[src/rtl/execute_mc.sv]
// execute_mc: execute stage, one-cycle ALU plus iterative RISC-V M-extension unit.
// Define UCRV_MULDIV_EN to build the multiply/divide datapath.
package execute_mc_pkg;
  typedef enum logic [3:0] {
    EX_ADD, EX_SUB, EX_SLL, EX_SLT, EX_SLTU, EX_XOR,
    EX_SRL, EX_SRA, EX_OR, EX_AND, EX_PASSB
  } ex_func;
  typedef enum logic {RS1_PC = 1'b0, RS1_REG = 1'b1} rs1_sel;
  typedef enum logic {RS2_IMM = 1'b0, RS2_REG = 1'b1} rs2_sel;
endpackage

module execute_mc
  import execute_mc_pkg::*;
#(
  parameter int XLEN   = 32,
  parameter int CTRL_W = 16
) (
  input  logic              clk_i,
  input  logic              n_rst,
  input  logic              in_valid_i,
  output logic              in_ready_o,
  input  logic              flush_i,
  input  ex_func            ex_func_i,
  input  logic              md_en_i,
  input  logic [2:0]        md_op_i,
  input  rs1_sel            rs1_sel_i,
  input  rs2_sel            rs2_sel_i,
  input  logic [XLEN-1:0]   pc_i,
  input  logic [XLEN-1:0]   rs1_data_i,
  input  logic [XLEN-1:0]   rs2_data_i,
  input  logic [XLEN-1:0]   immediate_i,
  input  logic [4:0]        rd_i,
  input  logic [CTRL_W-1:0] ctrl_i,
  output logic              out_valid_o,
  input  logic              out_ready_i,
  output logic [XLEN-1:0]   result_o,
  output logic              zero_o,
  output logic [XLEN-1:0]   pc_o,
  output logic [XLEN-1:0]   pc_4_o,
  output logic [XLEN-1:0]   pc_imm_o,
  output logic [4:0]        rd_o,
  output logic [CTRL_W-1:0] ctrl_o,
  output logic              illegal_o
);

  localparam int SW = $clog2(XLEN);

  typedef enum logic [1:0] {S_IDLE, S_BUSY, S_DONE} state_t;

  state_t state_q, state_d;

  logic [XLEN-1:0]   result_q, pc_q, pc4_q, pcimm_q;
  logic [4:0]        rd_q;
  logic [CTRL_W-1:0] ctrl_q;
  logic              illegal_q;

  logic [XLEN-1:0] op_a, op_b, alu_res, md_res;
  logic            accept, go_busy, md_done;

  assign op_a = (rs1_sel_i == RS1_REG) ? rs1_data_i : pc_i;
  assign op_b = (rs2_sel_i == RS2_REG) ? rs2_data_i : immediate_i;

  assign in_ready_o = (state_q == S_IDLE) ||
                      ((state_q == S_DONE) && out_ready_i);
  assign accept     = in_valid_i && in_ready_o && !flush_i;

`ifdef UCRV_MULDIV_EN
  localparam bit MD_EN = 1'b1;
`else
  localparam bit MD_EN = 1'b0;
`endif

  assign go_busy = md_en_i && MD_EN;

  always_comb begin
    alu_res = '0;
    unique case (ex_func_i)
      EX_ADD:   alu_res = op_a + op_b;
      EX_SUB:   alu_res = op_a - op_b;
      EX_SLL:   alu_res = op_a << op_b[SW-1:0];
      EX_SLT:   alu_res = {{(XLEN-1){1'b0}},
                           $signed(op_a) < $signed(op_b)};
      EX_SLTU:  alu_res = {{(XLEN-1){1'b0}}, op_a < op_b};
      EX_XOR:   alu_res = op_a ^ op_b;
      EX_SRL:   alu_res = op_a >> op_b[SW-1:0];
      EX_SRA:   alu_res = $unsigned($signed(op_a) >>> op_b[SW-1:0]);
      EX_OR:    alu_res = op_a | op_b;
      EX_AND:   alu_res = op_a & op_b;
      EX_PASSB: alu_res = op_b;
      default:  alu_res = '0;
    endcase
  end

`ifdef UCRV_MULDIV_EN
  localparam int CW = $clog2(XLEN + 1);
  localparam logic [CW-1:0] LAST = CW'(XLEN);

  logic [XLEN-1:0] hi_q, lo_q, opb_q, a_q;
  logic [2:0]      op_q;
  logic            neg_q, bzero_q;
  logic [CW-1:0]   cnt_q;

  logic            sa, sb, a_neg, b_neg, div_ge;
  logic [XLEN-1:0] a_mag, b_mag, div_sub, quo, rem;
  logic [XLEN:0]   mul_sum, div_r;
  logic [2*XLEN-1:0] prod;

  assign sa = (md_op_i == 3'd1) || (md_op_i == 3'd2) ||
              (md_op_i == 3'd4) || (md_op_i == 3'd6);
  assign sb = (md_op_i == 3'd1) || (md_op_i == 3'd4) ||
              (md_op_i == 3'd6);
  assign a_neg = sa && op_a[XLEN-1];
  assign b_neg = sb && op_b[XLEN-1];
  assign a_mag = a_neg ? -op_a : op_a;
  assign b_mag = b_neg ? -op_b : op_b;

  // Shift-add multiply: lo_q holds the multiplier, product forms in {hi_q, lo_q}.
  assign mul_sum = {1'b0, hi_q} + (lo_q[0] ? {1'b0, opb_q} : '0);
  // Restoring divide: hi_q is the partial remainder, lo_q collects quotient bits.
  assign div_r   = {hi_q, lo_q[XLEN-1]};
  assign div_ge  = div_r >= {1'b0, opb_q};
  assign div_sub = div_r[XLEN-1:0] - opb_q;

  assign prod = neg_q ? -{hi_q, lo_q} : {hi_q, lo_q};
  assign quo  = bzero_q ? '1 : (neg_q ? -lo_q : lo_q);
  assign rem  = bzero_q ? a_q : (neg_q ? -hi_q : hi_q);

  always_comb begin
    md_res = '0;
    unique case (1'b1)
      op_q == 3'd0:                    md_res = prod[XLEN-1:0];
      !op_q[2] && op_q != 3'd0:        md_res = prod[2*XLEN-1:XLEN];
      op_q[2:1] == 2'b10:              md_res = quo;
      default:                         md_res = rem;
    endcase
  end

  assign md_done = (state_q == S_BUSY) && (cnt_q == LAST);

  always_ff @(posedge clk_i or negedge n_rst) begin
    if (!n_rst) begin
      hi_q    <= '0;
      lo_q    <= '0;
      opb_q   <= '0;
      a_q     <= '0;
      op_q    <= '0;
      neg_q   <= 1'b0;
      bzero_q <= 1'b0;
      cnt_q   <= '0;
    end else if (accept && md_en_i) begin
      hi_q    <= '0;
      lo_q    <= a_mag;
      opb_q   <= b_mag;
      a_q     <= op_a;
      op_q    <= md_op_i;
      neg_q   <= (md_op_i[2] && md_op_i[1]) ? a_neg : (a_neg ^ b_neg);
      bzero_q <= (op_b == '0);
      cnt_q   <= '0;
    end else if ((state_q == S_BUSY) && (cnt_q != LAST)) begin
      cnt_q <= cnt_q + CW'(1);
      if (!op_q[2]) begin
        hi_q <= mul_sum[XLEN:1];
        lo_q <= {mul_sum[0], lo_q[XLEN-1:1]};
      end else begin
        hi_q <= div_ge ? div_sub : div_r[XLEN-1:0];
        lo_q <= {lo_q[XLEN-2:0], div_ge};
      end
    end
  end
`else
  logic unused_md;
  assign unused_md = ^md_op_i;
  assign md_res    = '0;
  assign md_done   = 1'b0;
`endif

  always_comb begin
    state_d = state_q;
    unique case (state_q)
      S_IDLE: if (accept) state_d = go_busy ? S_BUSY : S_DONE;
      S_BUSY: if (md_done) state_d = S_DONE;
      S_DONE: begin
        if (out_ready_i) begin
          if (accept) state_d = go_busy ? S_BUSY : S_DONE;
          else        state_d = S_IDLE;
        end
      end
      default: state_d = S_IDLE;
    endcase
    if (flush_i) state_d = S_IDLE;
  end

  always_ff @(posedge clk_i or negedge n_rst) begin
    if (!n_rst) begin
      state_q   <= S_IDLE;
      result_q  <= '0;
      pc_q      <= '0;
      pc4_q     <= '0;
      pcimm_q   <= '0;
      rd_q      <= '0;
      ctrl_q    <= '0;
      illegal_q <= 1'b0;
    end else begin
      state_q <= state_d;
      if (accept) begin
        result_q  <= md_en_i ? '0 : alu_res;
        illegal_q <= md_en_i && !MD_EN;
        pc_q      <= pc_i;
        pc4_q     <= pc_i + XLEN'(4);
        pcimm_q   <= pc_i + immediate_i;
        rd_q      <= rd_i;
        ctrl_q    <= ctrl_i;
      end else if (md_done) begin
        result_q <= md_res;
      end
    end
  end

  assign out_valid_o = (state_q == S_DONE);
  assign result_o    = result_q;
  assign zero_o      = (result_q == '0);
  assign pc_o        = pc_q;
  assign pc_4_o      = pc4_q;
  assign pc_imm_o    = pcimm_q;
  assign rd_o        = rd_q;
  assign ctrl_o      = ctrl_q;
  assign illegal_o   = illegal_q;

endmodule

[config.mk]
export PLATFORM = sky130hd
export DESIGN_NAME = execute_mc
export DESIGN_NICKNAME = d
export VERILOG_FILES = /design/src/rtl/execute_mc.sv
export SDC_FILE = /design/constraint.sdc
export NUM_CORES = 1
export LEC_CHECK = 0
export CELL_PAD_IN_SITES_DETAIL_PLACEMENT = 1
export CELL_PAD_IN_SITES_GLOBAL_PLACEMENT = 1
export CORE_MARGIN = 4
export CORE_UTILIZATION = 30
export CTS_BUF_LIST = sky130_fd_sc_hd__clkbuf_4 sky130_fd_sc_hd__clkbuf_8 sky130_fd_sc_hd__clkbuf_16
export CTS_CLUSTER_DIAMETER = 200
export DETAILED_ROUTE_END_ITERATION = 10
export GPL_TIMING_DRIVEN = 0
export MAX_ROUTING_LAYER = met4
export PLACE_DENSITY = 0.72
export SYNTH_ARGS = -nofsm -noshare
export SYNTH_HDL_FRONTEND = slang
export SYNTH_SLANG_ARGS = --single-unit
export TNS_END_PERCENT = 30
[constraint.sdc]
create_clock -name clk_i -period 2.69 [get_ports clk_i]
set_input_delay 0.538 -clock clk_i [delete_from_list [all_inputs] [get_ports clk_i]]
set_output_delay 0.538 -clock clk_i [all_outputs]
set_load 0.03 [all_outputs]
==> flow_summary_export.csv <==
group,metric,value,unit
outcome,status,"finished with violations",
outcome,failed_checks,"setup timing",
worst_setup_path,worstPathRequired,3.14,ns
final_layout,area_growth,59.8,%
worst_setup_path,r2r-end,"result_o[0]",
floorplan,ios,317,
worst_setup_path,critPathArrivalTime,4.44,ns
place,portBuffers,311,
grt,grt_pass1_vias,22700,
route,routedWlPerCell,37.4,um
hold_path,holdPathStages,3,
final_layout,final_cells,3523,
timing,setup_ws,-1.30,ns
grt,antenna_found_initial,6,
power_and_ir_drop,swShare,0.483,
logic_synthesis,yosysSeqAreaShare,0.219,
final_layout,final_core_util,0.483,
hold_path,min_to,"pc_o[1]",
power_and_ir_drop,p_per_area,517,mW/mm^2
cts,cts_tree,"built",
timing,maxSlewViolCount,0,
power_and_ir_drop,peakVddDrop,549,uV
logic_synthesis,synth_cells,2186,
timing,setup_violations,51,
place,routabilityCongestion,1.07,
logic_synthesis,async_flop_share,1.00,
power_and_ir_drop,p_comb_frac,0.609,
logic_synthesis,yosys-top-cells-area,"dfrtp_1, ha_1, mux2i_1",
logic_synthesis,synth-main-ff-cell,"dfrtp_1",
final_layout,final_cell_mix,"clkdlybuf4s50_1, nand2_1, buf_4",
worst_setup_path,end_kind,"register",
timing,rsz0062_at_grt,"yes",
floorplan,die_x,246,um
cts,h-tree-depth,4,
worst_setup_path,cp-startpoint,"rs1_sel_i",
logic_synthesis,syn_area,0.0170,mm^2
hold_path,hold_start,"pc_i[1]",
power_and_ir_drop,p_seq_frac,0.204,
cts,clock_latency,0.50,ns
route,final_antenna_net_count,0,
power_and_ir_drop,clkPwrFrac,0.187,
cts,clockRootBuffer,"clkbuf_16",
power_and_ir_drop,power.internal,7.27,mW
floorplan,die_area,0.0606,mm^2
worst_setup_path,startpoint_type,"input port",
worst_setup_path,critPathKind,"in2reg",
power_and_ir_drop,p_leak,11.0,nW
place,dp.cells,3258,
cts,cts_made_buffers,17,
timing,relSlewSlack,0.289,
worst_setup_path,rr_startpoint,"state_q[1]",
floorplan,initial_core_util,0.302,
logic_synthesis,yosys_register_bits,149,
power_and_ir_drop,p_sw,6.78,mW
logic_synthesis,synth_top_area_cell,"dfrtp_1",
timing,hold_violations,0,
logic_synthesis,yosysUniqueCellTypes,85,
power_and_ir_drop,p_total,14.1,mW
place,pre_cts_ws,-3.81,ns
floorplan,placementRows,87,
route,vias,22400,
grt,grt_pass1_wl,178000,um
timing,period_minus_slack,3.99,ns
logic_synthesis,avgSynthCellArea,7.78,um^2
final_layout,drive_gt1_frac,0.308,
route,viasPerCell,6.37,
logic_synthesis,synth_top_cell_area_share,0.219,
worst_setup_path,ff2ff_path_depth,8,
timing,fmax,0.251,GHz
final_layout,fin_nets,3053,
grt,grt_max_degree,108,
route,drtPass1Iterations,5,
timing,worst_slew_pin_slew,1.04,ns
worst_setup_path,worstPathMaxFanout,10,
timing,final.period_utilization,1.48,
cts,cts_sinks,149,
floorplan,core_area,0.0563,mm^2
hold_path,hp-class,"in2reg",
worst_setup_path,reg2reg_slack,-0.25,ns
cts,ctsLongestPathBuffers,2,
grt,grt_usage,0.426,
route,drcViolationCount,0,
place,place_hpwl,98200,um
timing,fin_skew,0.0150,ns
route,drt-initial-drc-count,2382,
logic_synthesis,synth_fp_nets,2489,
flow_run,drv_cap,0,
cts,clk_pin_slew,0.08,ns
floorplan,chipHeight,246,um
final_layout,mostFrequentLayoutCell,"clkdlybuf4s50_1",
logic_synthesis,synth_edf_count,0,
logic_synthesis,yosysWarnings,0,
route,wl,132000,um
grt,gr-total-overflow,0,
[logic make-up after synthesis]
logic type      count (synthesis)  share of synthesized area
buf+inv                       252                     0.0621
compound gates                730                      0.281
fa+ha+maj                     139                      0.104
flops                         149                      0.219
simple gates                  649                      0.170
xor+xnor                       63                     0.0324
mux                           204                      0.132
[synth_stat cells, drive strengths merged, types with 27 or more instances]
library cell and n:
mux2i 130, xor2 34, nand3 49, nand2b 27, a31oi 29, nor3 40
a21oi 161, a22oi 27, dfrtp 149, inv 100, o22ai 27, clkbuf 95
o211ai 35, nor2 214, o21ai 185, a221oi 28, a21o 30, ha 136
mux2 72, xnor2 29, a211oi 45, nand2 224, buf 54
[power by group through the flow]
stage / logic (mW) / registers (mW) / clock network (mW)
finish: 8.56 / 2.87 / 2.62
global route: 8.76 / 2.91 / 2.72
global placement: 6.40 / 2.87 / 0
detailed placement: 6.47 / 2.89 / 0
CTS: 7.92 / 2.86 / 2.64
floorplan: 2.77 / 3.57 / 0
[worst max path at each step]
stage                     cells past startpoint            to
after floorplan                              18  result_o[28]
after global placement                        1   pc_imm_o[2]
after detailed placement                     16  result_o[18]
after CTS                                    18  result_o[12]
after global routing                         21  result_o[18]
final                                        16  result_o[18]
[state kept, by name (all words and copies together), names as in the netlist]
signal / count
pc_imm_o: 32
pc_o: 32
illegal_o: 1
result_o: 32
rd_o: 5
pc_4_o: 30
state_q: 1
ctrl_o: 16
[what timing repair did]
action | 4_1_cts | 5_1_grt
hold endpoints to repair | 42 | 0
gates resized for setup | 749 | 111
setup buffers | 185 | 53
gates cloned | 1 | 0
pin swaps | 110 | 84
setup endpoints to repair | 149 | 81
hold buffers | 1 | 0
[metal layers]
| metal | vias up | track usage | share of wire | wire (um) |
|---|---|---|---|---|
| met5 | - | - | 0 | 0 |
| li1 | 9197 | - | - | - |
| met3 | 356 | 0.0872 | 0.083 | 10900 |
| met2 | 1382 | 0.668 | 0.45 | 59800 |
| met4 | 0 | 0.204 | 0.060 | 7880 |
| met1 | 11500 | 0.527 | 0.40 | 53200 |
[critical path: stages]
cell	delay (ns)
buf_12	0.09
buf_8	0.27
mux2i_4	0.31
inv_2	0.17
fa_2	0.46
a211oi_4	0.37
o211ai_1	0.12
buf_4	0.17
and2_4	0.17
o41a_1	0.43
a21o_1	0.27
a21oi_2	0.17
buf_4	0.14
a221oi_4	0.06
o211ai_1	0.47
a22o_1	0.19
[final cells by class]
cell class	count	area, um^2
Multi-Input combinational cell	1785	15000
Sequential cell	149	3730
Clock buffer	17	425
Fill cell	6441	29100
Tap cell	756	946
Clock inverter	15	164
Timing Repair Buffer	554	5160
Inverter	103	440
Buffer	140	1310
Antenna cell	4	10.0
[through the flow]
step | instance area (um^2) | setup TNS [ns] | hold slack [ns]
5_1_grt | 27200 | -31.17 | 0.497
3_5_place_dp | 21500 | -297.45 | 0.473
2_1_floorplan | 17300 | -22.49 | 0.242
3_3_place_gp | 21400 | -1146.19 | 0.466
6_report | 27200 | -28.97 | 0.453
4_1_cts | 26400 | -23.68 | 0.459
(Power assumes the default switching activity.)
==> patch (same settings) <==
Change the localparam `MD_EN` from 1'b0 to 1'b1.
--- a/src/rtl/execute_mc.sv
+++ b/src/rtl/execute_mc.sv
@@ -68,5 +68,5 @@
   localparam bit MD_EN = 1'b1;
 `else
-  localparam bit MD_EN = 1'b0;
+  localparam bit MD_EN = 1'b1;
 `endif
 
Formal check against the unedited RTL: not equivalent (Yosys sat finds a counterexample within 4 cycles, from zero or initial values and one cycle with n_rst low).
==> patch against the unedited design <==
The flow still finishes with violations (negative setup slack); sequential cell count is the same; worst setup slack improved by 40 ps; fmax increased by 1.0%; synthesized area up 2.8%; power is 2.0% higher; design area rose by 2.0%; sequential power increased by 2%; routed wire length is 2.8% higher; critical path type unchanged; critical endpoint is now result_o[24]; highest routed layer unchanged.
==> patch: results (changes against the unedited design) <==
** Outcome
- The run finished, with violations left.
- Violations in the final reports :: negative setup slack

** Logic synthesis
- In the synthesized netlist, the cells that appear most often are sky130_fd_sc_hd__nand2_1 (390), sky130_fd_sc_hd__nor2_1 (190), sky130_fd_sc_hd__o21ai_0 (169), sky130_fd_sc_hd__a21oi_1 (159), sky130_fd_sc_hd__mux2i_1 (152).
- Top post-synthesis cells by area :: sky130_fd_sc_hd__dfrtp_1 (21%), sky130_fd_sc_hd__ha_1 (9.7%), sky130_fd_sc_hd__mux2i_1 (8.7%)
- The net count of the mapped netlist was 2652 (+6.5%).
- Sequential-to-total area share from yosys stat :: 0.213 (-0.00597)
- The count of mapped cells out of synthesis came to 2349 (+7.5%).
- Count of cell types in the netlist :: 76 (-11%)

** Finish
- Ratio of cells with drive above 1 in the final layout :: 0.278 (-0.0301)
- The post-layout instance count excluding filler cells is 3662 (+3.9%).
- The net count of the finished layout is 3183 (+4.3%).

** Clock tree
- The source-to-sink clock delay at the later pin of the worst-skew pair is 520 ps (+20 ps).

** Detailed routing
- The vias per cell came to 6.47 (+1.7%).
- The post-detailed-route wirelength per cell is 37.0 microns (-1.1%).
- Count of TritonRoute iterations in the first routing pass :: 6 (+1)

** Power
- Worst vdd ir :: 560 uV (+2.1%)
- Leakage component of the power :: 11.5 nW (+4.4%)

** Place
- Routability congestion estimate :: 1.08 (+1.6%)
- The post-placement setup slack was -4880 ps (-1060 ps).
- The estimated wirelength of the detail-placed design was 101 mm (+3.3%).

** Critical path
- Peak per-stage delay on the critical path :: 360 ps (-110 ps)
- Worst-path cell with the longest stage delay :: sky130_fd_sc_hd__or3_4
- RR Startpoint :: state_q[0]
- Setup slack of the worst register-to-register path :: -490 ps (-240 ps)
- The data arrival time of the critical path is 4340 ps (-100 ps).
- Crit-path max FO :: 5 (-5)
- The worst register-to-register path ends at result_o[26].

** STA
- The slack of the critical path was -1260 ps (+40.1 ps).
- The number of endpoints failing setup at the final stage was 37 (-27%).
- The minimum hold slack came to 286 ps (-167 ps).
- Setup clock skew after layout :: 19.2 ps (+4.13 ps)

** Worst hold path
- The startpoint identified for the worst hold timing path is pc_i[0].
- The path with the worst hold slack has its endpoint at pc_o[0].

** Global routing
- Vias in the first global route :: 23700 (+4.2%)
- Wire length of the first global-routing pass :: 183 mm (+2.8%)
- The initial antenna violation count was 4 (-2).
[patch: changes by cell type in the layout (fill, tap and decap cells not counted), sizes merged, moves of 10 or more]
| cell | unedited run | this run |
|---|---|---|
| o21ai | 185 | 170 |
| dlygate4sd2 | 37 | 15 |
| buf | 300 | 267 |
| mux2i | 130 | 156 |
| clkbuf | 112 | 129 |
| nand2 | 224 | 390 |
| nor2 | 214 | 190 |
| mux2 | 72 | 27 |
| a221oi | 28 | 18 |
[patch: layout make-up]
| class | count | area [sq um] |
|---|---|---|
| antenna | 4 | 10.0 |
| multi-input combinational | 1944 | 15700 |
| fill | 6652 | 30000 |
| buffer | 144 | 1470 |
| clock buffer | 17 | 425 |
| inverter | 101 | 413 |
| clock inverter | 15 | 166 |
| timing repair buffer | 523 | 4870 |
| tap | 765 | 957 |
| sequential | 149 | 3730 |
[patch: metrics by stage]
step / utilization / setup TNS [ps] / cell area [sq um]
finish: 0.481 / -32080 / 27700
global route: 0.481 / -33470 / 27700
CTS: 0.462 / -25620 / 26700
detailed placement: 0.379 / -397250 / 21900
global placement: 0.377 / -1307470 / 21800
floorplan: - / -29470 / 17700
[patch: cell families after synthesis]
family          after synthesis  synth area share
fa+ha+maj                   139             0.101
buf+inv                     256            0.0582
xor+xnor                     67            0.0335
other cells                   1          0.000214
simple gates                826             0.207
compound gates              726             0.276
mux                         185             0.111
flops                       149             0.213
[patch: power by group]
part | switching (mW) | internal [mW] | leakage (nW)
registers | 0.308 | 2.62 | 1.88
logic | 5.40 | 3.33 | 9.34
clock network | 1.35 | 1.32 | 0.285
total | 7.07 | 7.27 | 11.5
[patch: repair_timing]
action | CTS | global route
endpoints found under the hold margin | 45 | 0
pin swaps | 121 | 112
endpoints found under the setup margin | 148 | 119
gates cloned | 0 | 0
gates resized for setup | 811 | 197
buffers inserted | 154 | 60
hold buffers | 1 | 0
[patch: worst max-delay path by stage]
stage	start	slack, ps	to	depth (start not counted)
6_report	rs2_sel_i	-1260	result_o[24]	24
5_1_grt	rs2_sel_i	-1310	result_o[24]	24
4_1_cts	rs2_sel_i	-1150	result_o[24]	19
3_5_place_dp	rs2_sel_i	-4880	result_o[25]	17
3_3_place_gp	n_rst	-6170	result_o[0]	1
2_1_floorplan	rs2_sel_i	-1280	result_o[24]	18
[patch: critical path: cells and delay by family]
kind,cells,cell delay (ps)
buf+inv,12,1490
compound gates,5,990
simple gates,4,650
fa+ha+maj,2,380
mux,1,310
[patch: metal layers]
metal  vias to the layer above  GRT usage  routed length (microns)
li1                       9673          -                        -
met1                     11900      0.498                    52400
met2                      1573      0.660                    60800
met3                       520     0.0892                    11700
met4                         0      0.229                    10500
met5                         -          -                        0
